===== src/rtl/pi_ctl_slew.sv =====
// Phase-interpolator code sequencer: slews each channel's PI code toward its
// loaded target in clamped steps, spaced by a programmable settle gap.
module pi_ctl_slew #(
  parameter int Nout  = 4,
  parameter int Npi   = 9,
  parameter int Nstep = 4,
  parameter int Nhold = 8
) (
  input  logic                      clk,
  input  logic                      rst,
  input  logic                      en,
  input  logic [Nout-1:0][Npi-1:0]  target,
  input  logic                      target_load,
  input  logic [Nout-1:0]           ch_mask,
  input  logic [Nstep-1:0]          max_step,
  input  logic [Nhold-1:0]          hold_cycles,
  input  logic                      wrap_en,
  output logic [Nout-1:0][Npi-1:0]  ctl_pi,
  output logic                      ctl_valid,
  output logic                      busy,
  output logic                      done
);

  localparam int MW = (Npi > Nstep) ? Npi : Nstep;

  typedef enum logic [1:0] {IDLE, STEP, HOLD} state_t;

  state_t                    state, state_next;
  logic [Nhold-1:0]          hold_cnt, hold_next;
  logic [Nout-1:0][Npi-1:0]  tgt;
  logic [Nout-1:0][Npi-1:0]  code_next;
  logic [Nout-1:0][Npi-1:0]  diff;
  logic [Nout-1:0][Npi-1:0]  mag;
  logic [Nout-1:0][Npi-1:0]  sval;
  logic [Nout-1:0]           neg;
  logic [MW-1:0]             step_eff;
  logic                      changed;
  logic                      arrived;
  logic                      load;

  assign load = target_load & en;

  // Per-channel step: signed distance to target, clamped to the step size.
  // In wrap mode the exact half-circle distance is taken as positive.
  always_comb begin
    step_eff = (max_step == '0) ? MW'(1) : MW'(max_step);
    changed  = 1'b0;
    arrived  = 1'b1;
    for (int i = 0; i < Nout; i++) begin
      diff[i] = tgt[i] - ctl_pi[i];
      if (wrap_en) begin
        neg[i] = diff[i][Npi-1] & (|diff[i][Npi-2:0]);
        mag[i] = neg[i] ? ('0 - diff[i]) : diff[i];
      end else begin
        neg[i] = (tgt[i] < ctl_pi[i]);
        mag[i] = neg[i] ? (ctl_pi[i] - tgt[i]) : (tgt[i] - ctl_pi[i]);
      end
      sval[i] = (MW'(mag[i]) > step_eff) ? step_eff[Npi-1:0] : mag[i];
      if (ch_mask[i])
        code_next[i] = ctl_pi[i];
      else if (neg[i])
        code_next[i] = ctl_pi[i] - sval[i];
      else
        code_next[i] = ctl_pi[i] + sval[i];
      if (code_next[i] != ctl_pi[i])
        changed = 1'b1;
      if (!ch_mask[i] && (code_next[i] != tgt[i]))
        arrived = 1'b0;
    end
  end

  // A load landing on the final step supersedes arrival, so the ramp continues.
  always_comb begin
    state_next = state;
    hold_next  = hold_cnt;
    if (!en) begin
      state_next = IDLE;
      hold_next  = '0;
    end else begin
      case (state)
        IDLE: begin
          if (load)
            state_next = STEP;
        end
        STEP: begin
          if (arrived && !load) begin
            state_next = IDLE;
            hold_next  = '0;
          end else if (hold_cycles == '0) begin
            state_next = STEP;
          end else begin
            state_next = HOLD;
            hold_next  = hold_cycles;
          end
        end
        HOLD: begin
          if (hold_cnt <= Nhold'(1)) begin
            state_next = STEP;
            hold_next  = '0;
          end else begin
            hold_next = hold_cnt - Nhold'(1);
          end
        end
        default: begin
          state_next = IDLE;
          hold_next  = '0;
        end
      endcase
    end
  end

  always_ff @(posedge clk) begin
    if (rst) begin
      state     <= IDLE;
      hold_cnt  <= '0;
      tgt       <= '0;
      ctl_pi    <= '0;
      ctl_valid <= 1'b0;
      busy      <= 1'b0;
      done      <= 1'b0;
    end else begin
      state     <= state_next;
      hold_cnt  <= hold_next;
      busy      <= (state_next != IDLE);
      ctl_valid <= 1'b0;
      done      <= 1'b0;
      if (load)
        tgt <= target;
      if (en && (state == STEP)) begin
        ctl_pi    <= code_next;
        ctl_valid <= changed;
        done      <= arrived & ~load;
      end
    end
  end

endmodule


===== config.mk =====
export PLATFORM = sky130hd
export DESIGN_NAME = pi_ctl_slew
export DESIGN_NICKNAME = d
export VERILOG_FILES = /design/src/rtl/pi_ctl_slew.sv
export SDC_FILE = /design/constraint.sdc
export NUM_CORES = 1
export LEC_CHECK = 0
export BUFFER_PORTS_ARGS = -buffer_cell sky130_fd_sc_hd__buf_2
export CORE_MARGIN = 10
export CORE_UTILIZATION = 38
export CTS_CLUSTER_SIZE = 24
export DETAILED_ROUTE_END_ITERATION = 6
export GPL_TIMING_DRIVEN = 0
export PLACE_DENSITY = 0.66
export SETUP_SLACK_MARGIN = 0.02
export SYNTH_ARGS = -nofsm -noshare
export SYNTH_HDL_FRONTEND = slang
export SYNTH_SLANG_ARGS = --single-unit

===== constraint.sdc =====
create_clock -name clk -period 10 [get_ports clk]
set_clock_uncertainty 0.2 [all_clocks]
set_input_delay 1 -clock clk [delete_from_list [all_inputs] [get_ports clk]]
set_output_delay 1 -clock clk [all_outputs]
set_load 0.02 [all_outputs]

==> results.md, run 1 <==
* Initial Util at 0.3827
* Largest net degree at the start of global routing at 16
* Async SR Flop Fraction at 0
* RR Startpoint: ctl_pi[28]
* Placed insts at a little over 2000
* Hold path startpoint: tgt[16]
* Clk buf depth at 2
* Depth of the CTS H-tree at 3
* Synthesized area at between 0.01 and 0.015 mm^2
* Reg2reg setup slack at approximately 580 ps
* Port Buffers at 92
* Placeable Area at 0.03043 mm^2
* Max Cap Violations at 0
* Layout cell share with drive strength beyond 1 at 0.09905
* TritonCTS clock tree: done
* # DRC at 0
* GP Congestion at slightly above 0.9
* Crit-path max cell delay at 570 ps
* Worst-Skew Late Latency at about 350 ps
* Endpoint with the worst hold slack: tgt[16]
* Clock Pin Slew Worst Setup and Hold Paths at about 70 ps
* Synth warn at 0
* Final HPWL from detailed placement at slightly above 30000 um
* Status: complete, no violations
* Die area at ~0.038 mm^2
* Syn Area/Cell at about 7.4 um^2
* Setup crit start: ctl_pi[28]
* Number of global-route vias before repair at 11280
* Yosys top cell area share at 0.1461
* Crit start category: register
* Routed Antenna Nets at 0
* Cell with the largest stage delay on the worst path: dfxtp_1
* Most common cell in the netlist: nand2_1
* Mapped Cells at between 1500 and 2000
* Via count at 11750
* Hold_buf cts at 0
* Avg Vias per Cell at roughly 5.6
* Crit Reg-Reg Endpoint: hold_cnt[2]
* Final clock period utilization by the worst path at 0.9421
* Hold Violations, Final at 0
* Clk sinks at 85
* First DRT Iteration DRCs at 810
* Layout Nets at 1880
* Main flop type after synthesis: dfxtp_1
* Pre-antenna DRT Iters at 5
* Post-layout min period at approximately 9400 ps
* Top cell type by total area after synthesis: dfxtp_1
* Clock root cell: clkbuf_16
* CP arrival at approximately 9500 ps
* Chip Height at 195.1 um
* Hold Path Stages at 2
* Worst hold path type: register to register
* Sequential cell area fraction in the yosys report at 0.1461
* Relative slew slack at 0.3961
* Max Slew Vio Count at 0
* PD cells at approximately 150 mW/mm^2
* Top post-synthesis cells by count: nand2_1 (186), a21oi_1 (154), inv_1 (132)
* Critical Path RT at roughly 10000 ps
* P_leak at between 5 and 6 nW
* Dpl ws at around 530 ps
* Setup TNS at 0 ps
* Crit Path Class: register to register
* Area growth from synthesis to layout at 10.74%
* Remaining global-route overflow at 0
* I/O pins at 96
* Final setup fails at 0
* Library cells used by synthesis at 97
* Number of synthesized flops with an enable pin at 0
* Initial antenna violation count at 1
* RSZ-0062 raised after global routing: no
* Worst Tran Pin Value at slightly above 900 ps
* Flops & latches, synth at 85
* Crit end category: register
* Placement Rows at 64
* Maximum VDD drop at 94.54 uV
* Worst r2r path cells at 36
* CP Max Fanout at 10
* Fin cells at 2083
* Post-Route WL at about 37000 um
* Final worst slack at 579.0 ps
* Crit path top cell by count: ha_1
* Synth top area cells: dfxtp_1 (15%), ha_1 (14%), xnor2_1 (7.2%)
* Die Wd at slightly below 200 um
* Global-route wire length before repair at approximately 59000 um
* Mapped Nets at around 1800
* Number of buffers created by CTS at 9
* Overall Global Routing Usage at 0.1867
* Wire length per cell at 17.89 um
* Max Freq at between 100 and 150 MHz
==> logic make-up after synthesis <==
group           synth area share
compound gates            0.2671
flops                     0.1461
fa+ha+maj                 0.1603
buf+inv                  0.06576
xor+xnor                  0.1041
simple gates              0.2126
mux                      0.04395
==> flip-flops by register name (all words and copies together), names as in the netlist <==
signal / count
ctl_pi: 36
tgt: 36
busy: 1
state: 2
done: 1
hold_cnt: 8
ctl_valid: 1
==> how the worst max path moves through the flow <==
stage / to / slack, ps / cells after the start
after global placement: hold_cnt[6] / 680 / 36
after detailed placement: hold_cnt[7] / 530 / 36
after CTS: hold_cnt[6] / 480 / 36
after global routing: hold_cnt[5] / 60 / 37
after floorplan: hold_cnt[2] / 1790 / 36
final: hold_cnt[2] / 580 / 36
==> power breakdown <==
part | switching [mW] | leakage (nW) | internal, mW
registers | 0.0185 | 0.690 | 0.349
logic | 0.706 | 4.67 | 0.504
clock network | 0.153 | 0.125 | 0.170
==> timing repair <==
action / in CTS / in global routing
endpoints found under the hold margin: 0 / 0
setup buffers: 0 / 0
endpoints found under the setup margin: 0 / 12
resized for setup: 0 / 3
==> metrics by stage <==
step	area [um^2]	util	power (mW)	hold slack (ps)
after floorplan	11640	-	1.311	241.6
after global placement	12600	0.4141	1.534	256.0
after detailed placement	12600	0.4141	1.559	276.4
after CTS	12880	0.4232	1.889	286.3
after global routing	12890	0.4237	2.048	299.6
final	12900	0.4238	1.900	284.0
==> metal layers <==
layer,track usage,up-vias,wire length (um)
met5,0,-,0
li1,-,5843,-
met1,0.2420,5516,16970
met2,0.3135,326,17160
met4,0.05798,0,941
met3,0.02467,63,2196
==> worst max-delay path, delay by kind of cell, from the launching register on <==
family                     cells  cell delay (ps)
DFF                            1              570
AOI/OAI and AO/OA             19             4720
buffers and inverters          2              380
and+or+nand+nor               11             2030
adders and majority gates      4             1390
==> layout by cell type, fill, tap and decap left out, types with 11 or more instances in the layout <==
| cell type | synthesis | final |
|---|---|---|
| a211oi_1 | 35 | 35 |
| a21o_1 | 25 | 25 |
| a21oi_1 | 154 | 154 |
| a31oi_1 | 18 | 17 |
| and3_1 | 12 | 12 |
| buf_2 | 15 | 107 |
| clkbuf_1 | 36 | 37 |
| dfxtp_1 | 85 | 84 |
| fa_1 | 12 | 12 |
| ha_1 | 130 | 130 |
| inv_1 | 132 | 132 |
| mux2i_1 | 41 | 41 |
| nand2_1 | 186 | 186 |
| nand2b_1 | 26 | 26 |
| nand3_1 | 34 | 34 |
| nor2_1 | 113 | 113 |
| nor2b_1 | 27 | 27 |
| nor3_1 | 32 | 32 |
| nor3b_1 | 11 | 11 |
| o21a_1 | 16 | 16 |
| o21ai_0 | 63 | 63 |
| or3_1 | 17 | 17 |
| xnor2_1 | 96 | 96 |
| xor2_1 | 38 | 38 |
==> area by class of cell <==
type | instances | area, um^2
antenna | 1 | 2.502
buffer | 59 | 259.0
clock buffer | 10 | 229.0
clock inverter | 6 | 48.80
fill | 3226 | 17530
inverter | 135 | 506.7
multi-input combinational | 1299 | 9191
sequential | 85 | 1703
tap | 396 | 495.5
timing repair buffer | 92 | 460.4
(Power assumes the default switching activity.)
==> run 2: changes to the inputs <==
CTS_CLUSTER_SIZE = 28   (was 24)
REMOVE_ABC_BUFFERS = 1   (was unset)
TNS_END_PERCENT = 20   (was unset)
==> results.md, run 2 (synthesis results as in run 1) <==
* TritonCTS clock tree: done
* Wire length per cell at 17.42 um (-2.6%)
* Quantity of gates resized following cts at 0 (unchanged)
* Final HPWL from detailed placement at 27510 um (-9.6%)
* RR Startpoint: tgt[18]
* Remaining global-route overflow at 0 (unchanged)
* Fin cells at 2028 (-2.6%)
* Max Slew Vio Count at 0 (unchanged)
* Initial antenna violation count at 1 (unchanged)
* Placeable Area at 0.03043 mm^2 (unchanged)
* Hold Violations, Final at 0 (unchanged)
* Final setup fails at 0 (unchanged)
* Most common cell after layout, fill and taps aside: nand2_1
* Post-layout min period at 9243 ps (-177.5 ps)
* Overall Global Routing Usage at 0.1780 (-0.008672)
* Placed instance area at 0.01238 mm^2 (-1.7%)
* Via count at 11410 (-2.9%)
* CP arrival at 9300 ps (-160 ps)
* Number of global-route vias before repair at 11040 (-2.2%)
* Clk sinks at 85 (unchanged)
* Die area at 0.03805 mm^2 (unchanged)
* Crit start category: register
* Placement Rows at 64 (unchanged)
* Worst r2r path cells at 38 (+5.6%)
* Crit path top cell by count: ha_1
* Port Buffers at 95 (+3.3%)
* Layout Nets at 1825 (-2.9%)
* Hold_buf cts at 0 (unchanged)
* Largest net degree at the start of global routing at 75 (+59)
* Crit-path max cell delay at 450 ps (-120 ps)
* Worst Tran Pin Value at 919.2 ps (+13.35 ps)
* Max Freq at 108.2 MHz (+1.9%)
* Commonest cells after routing, fill and taps aside: nand2_1 (185), a21oi_1 (154), inv_1 (132)
* RSZ-0062 raised after global routing: no
* Maximum VDD drop at 87.65 uV (-7.3%)
* Reg2reg setup slack at 760 ps (+180 ps)
* Setup crit end: hold_cnt[2]
* Worst hold path type: register to register
* Post-CTS setup buffer count at 0 (unchanged)
* Design Area, Final at 0.01274 mm^2 (-1.2%)
* Critical Path RT at 10060 ps (+20 ps)
* Avg Vias per Cell at 5.626 (-0.24%)
* Depth of the CTS H-tree at 3 (unchanged)
* Initial Util at 0.3827 (unchanged)
* Final clock period utilization by the worst path at 0.9243 (-0.01775)
* Biggest regs: ctl_pi x36, tgt x36, hold_cnt x8
* Crit Reg-Reg Endpoint: hold_cnt[2]
* Crit Path Class: register to register
* Reg area at 0.001703 mm^2 (unchanged)
* Clock root cell: clkbuf_16
* Area growth from synthesis to layout at 9.423%
* Area of the multi-input gates at 0.009219 mm^2 (+0.30%)
* Setup TNS at 0 ps (unchanged)
* Clock Pin Slew Worst Setup and Hold Paths at 70 ps (about the same)
* Pre-antenna DRT Iters at 5 (unchanged)
* Max Cap Violations at 0 (unchanged)
* Die Wd at 195.1 um (unchanged)
* # DRC at 0 (unchanged)
* Clk buf depth at 2 (unchanged)
* Routed Antenna Nets at 0 (unchanged)
* GP Congestion at 0.8990 (-3.2%)
* Placed insts at 2011 (-2.7%)
* Status: complete, no violations
* Number of buffers created by CTS at 9 (unchanged)
* I/O pins at 96 (unchanged)
* Relative slew slack at 0.3872 (-0.008898)
* Post-Route WL at 35330 um (-5.2%)
* Setup crit start: tgt[18]
* Cell with the largest stage delay on the worst path: fa_1
* P_leak at 5.426 nW (-1.0%)
* Global-route wire length before repair at 56810 um (-3.6%)
* Layout cell share with drive strength beyond 1 at 0.09565 (-0.003404)
* Crit end category: register
* CP Max Fanout at 15 (+5)
* PD cells at 153.2 mW/mm^2 (+3.9%)
* Filler Cells Inserted at 3150 (-2.4%)
* First DRT Iteration DRCs at 845 (+4.3%)
* Worst-Skew Late Latency at 370 ps (+20 ps)
* Chip Height at 195.1 um (unchanged)
## run 2: area by class of cell
cell class	count	share of cell area
antenna	1	0.0001964
clock inverter	5	0.006677
tap	396	0.03888
clock buffer	11	0.01826
multi-input combinational	1299	0.7235
timing repair buffer	96	0.03908
inverter	135	0.03977
sequential	85	0.1336
## run 2: worst max-delay path: cells and delay by family (launching register included)
kind / cells / cell delay [ps]
compound gates: 18 / 4350
xor+xnor: 1 / 240
fa+ha+maj: 5 / 1460
buf+inv: 2 / 120
flops: 1 / 370
mux: 2 / 770
simple gates: 10 / 1590
## run 2: worst min path at each step
stage,start,end,slack [ps],cells after the start
6_report,hold_cnt[5],hold_cnt[5],270,2
5_1_grt,hold_cnt[5],hold_cnt[5],290,2
4_1_cts,hold_cnt[5],hold_cnt[5],270,2
3_5_place_dp,hold_cnt[5],hold_cnt[5],260,2
3_3_place_gp,hold_cnt[5],hold_cnt[5],250,2
2_1_floorplan,hold_cnt[5],hold_cnt[5],240,2
## run 2: report_power, final
part | total [mW] | switching, mW | internal (mW)
registers | 0.366 | 0.0174 | 0.349
clock network | 0.387 | 0.167 | 0.221
logic | 1.20 | 0.698 | 0.500
## run 2: metrics by stage
stage | power (mW) | hold slack, ps | util | worst slack [ps]
floorplan | 1.295 | 241.6 | - | 1701
global placement | 1.525 | 254.3 | 0.4061 | 412.6
detailed placement | 1.547 | 260.2 | 0.4069 | 367.7
CTS | 1.942 | 270.3 | 0.4174 | 332.3
global route | 2.104 | 291.2 | 0.4187 | 75.59
finish | 1.952 | 273.5 | 0.4188 | 756.5
## run 2: layer usage
| metal | global-route usage | wire (um) |
|---|---|---|
| met5 | 0 | 0 |
| met4 | 0.05515 | 830 |
| met3 | 0.03152 | 1876 |
| met2 | 0.2975 | 16290 |
| met1 | 0.2272 | 16340 |
==> run 3: changes to the inputs <==
MAX_ROUTING_LAYER = met4   (was unset)
==> results.md, run 3 (synthesis results as in run 1) <==
* Depth of the CTS H-tree at 3 (unchanged)
* Crit-path max cell delay at 510 ps (+60 ps)
* Layout cell share with drive strength beyond 1 at 0.09571 (about the same)
* CP arrival at 9410 ps (+110 ps)
* Dpl ws at 229.3 ps (-138.4 ps)
* Number of buffers created by CTS at 9 (unchanged)
* Worst hold path type: register to register
* Total design power at 1.926 mW (-1.3%)
* Critical Path RT at 10060 ps (about the same)
* Port Buffers at 95 (unchanged)
* Commonest cells after routing, fill and taps aside: nand2_1 (185), a21oi_1 (154), inv_1 (132)
* Die Wd at 195.1 um (unchanged)
* Final clock period utilization by the worst path at 0.9357 (+0.01136)
* Clock root cell: clkbuf_16
* Placement Rows at 64 (unchanged)
* Final core occ at 0.4175 (-0.001275)
* Final setup fails at 0 (unchanged)
* Overall Global Routing Usage at 0.1827 (+0.004707)
* Pre-antenna DRT Iters at 7 (+2)
* Cell with the largest stage delay on the worst path: dfxtp_1
* Area growth from synthesis to layout at 9.090%
* Worst hold slack at 277.9 ps (+4.404 ps)
* Biggest regs: ctl_pi x36, tgt x36, hold_cnt x8
* Chip Height at 195.1 um (unchanged)
* Max Freq at 106.9 MHz (-1.2%)
* Final worst slack at 642.9 ps (-113.6 ps)
* Placeable Area at 0.03043 mm^2 (unchanged)
* Final HPWL from detailed placement at 27620 um (+0.42%)
* Relative slew slack at 0.3886 (+0.001400)
* Max Slew Vio Count at 0 (unchanged)
* Die area at 0.03805 mm^2 (unchanged)
* Remaining global-route overflow at 0 (unchanged)
* Largest net degree at the start of global routing at 75 (unchanged)
* Layout Nets at 1825 (unchanged)
* I/O pins at 96 (unchanged)
* RSZ-0062 raised after global routing: no
* Worst-Skew Late Latency at 370 ps (about the same)
* Avg Vias per Cell at 5.641 (+0.26%)
* Crit end category: register
* Global-route wire length before repair at 56660 um (-0.26%)
* N_diodes at 0 (-1)
* Status: complete, no violations
* Max Cap Violations at 0 (unchanged)
* Post-Route WL at 35210 um (-0.36%)
* Initial antenna violation count at 0 (-1)
* Post-layout min period at 9357 ps (+113.6 ps)
* Post-CTS setup buffer count at 0 (unchanged)
* Wire length per cell at 17.38 um (-0.26%)
* Crit Path Class: register to register
* Filler Cells Inserted at 3216 (+2.1%)
* Crit start category: register
* Setup TNS at 0 ps (unchanged)
* Number of global-route vias before repair at 10940 (-0.85%)
* Clock Pin Slew Worst Setup and Hold Paths at 80 ps (about the same)
* Maximum VDD drop at 79.88 uV (-8.9%)
* GP Congestion at 0.9113 (+1.4%)
* Clk buf depth at 2 (unchanged)
* Worst Tran Pin Value at 917.1 ps (-2.100 ps)
* First DRT Iteration DRCs at 704 (-17%)
* CP Max Fanout at 15 (unchanged)
* P_leak at 5.408 nW (-0.34%)
* Hold Violations, Final at 0 (unchanged)
* Initial Util at 0.3827 (unchanged)
* Most common cell after layout, fill and taps aside: nand2_1
* PD cells at 151.6 mW/mm^2 (-1.0%)
* Crit path top cell by count: ha_1
* Routed Antenna Nets at 0 (unchanged)
* TritonCTS clock tree: done
* Clk sinks at 85 (unchanged)
* Via count at 11430 (+0.16%)
* # DRC at 0 (unchanged)
==> run 3: changes by cell type in the layout (fill, tap and decap cells not counted), sizes merged <==
cell      change
clkinvlp      +2
inv           +1
bufinv        -1
diode         -1
clkinv        -2
clkbuf        -1
==> run 3: path summary, 6_finish.rpt <==
check	cells after the start	startpoint	slack [ps]	to
hold / removal	2	tgt[34]	280	tgt[34]
setup / recovery	37	ctl_pi[23]	640	hold_cnt[2]
setup reg to reg	37	ctl_pi[23]	640	hold_cnt[2]
hold reg to reg	2	tgt[34]	280	tgt[34]
==> run 3: power by group <==
part	total, mW	switching, mW	leakage, nW	internal, mW
clock network	0.362	0.168	0.131	0.194
logic	1.20	0.698	4.59	0.500
registers	0.366	0.0172	0.690	0.349
==> run 3: layer usage <==
layer,vias up,global-route usage,share of wire
li1,5760,-,-
met1,5358,0.2266,0.47
met3,44,0.02706,0.044
met5,-,-,0
met2,266,0.3057,0.47
met4,0,0.04383,0.018
==> run 3: critical path, delay by kind of cell, from the launching register on <==
family                     cells  cell delay (ps)
AOI/OAI and AO/OA             18             4130
muxes                          2              760
adders and majority gates      4             1320
buffers and inverters          1              110
and+or+nand+nor               10             1580
xor gates and xnor gates       2              620
DFF                            1              510
==> run 3: repair_timing <==
| item | 4_1_cts | 5_1_grt |
|---|---|---|
| hold buffers | 0 | 0 |
| setup endpoints to repair | 0 | 12 |
| gates resized for setup | 0 | 6 |
==> run 3: area by class of cell <==
| type | instances | area, um^2 | share of cell area |
|---|---|---|---|
| clock buffers | 10 | 229.0 | 0.01802 |
| clock inverters | 5 | 61.31 | 0.004826 |
| inverters | 135 | 506.7 | 0.03989 |
| multi-input cells | 1299 | 9210 | 0.7250 |
| flip-flops and latches | 85 | 1703 | 0.1340 |
| well taps | 396 | 495.5 | 0.03900 |
| repair buffers | 96 | 498.0 | 0.03920 |
==> run 3: metrics by stage <==
step	instance area (um^2)	std cells
global placement	12360	2010
CTS	12670	2026
floorplan	11390	1519
finish	12700	2026
global route	12700	2026
detailed placement	12380	2011
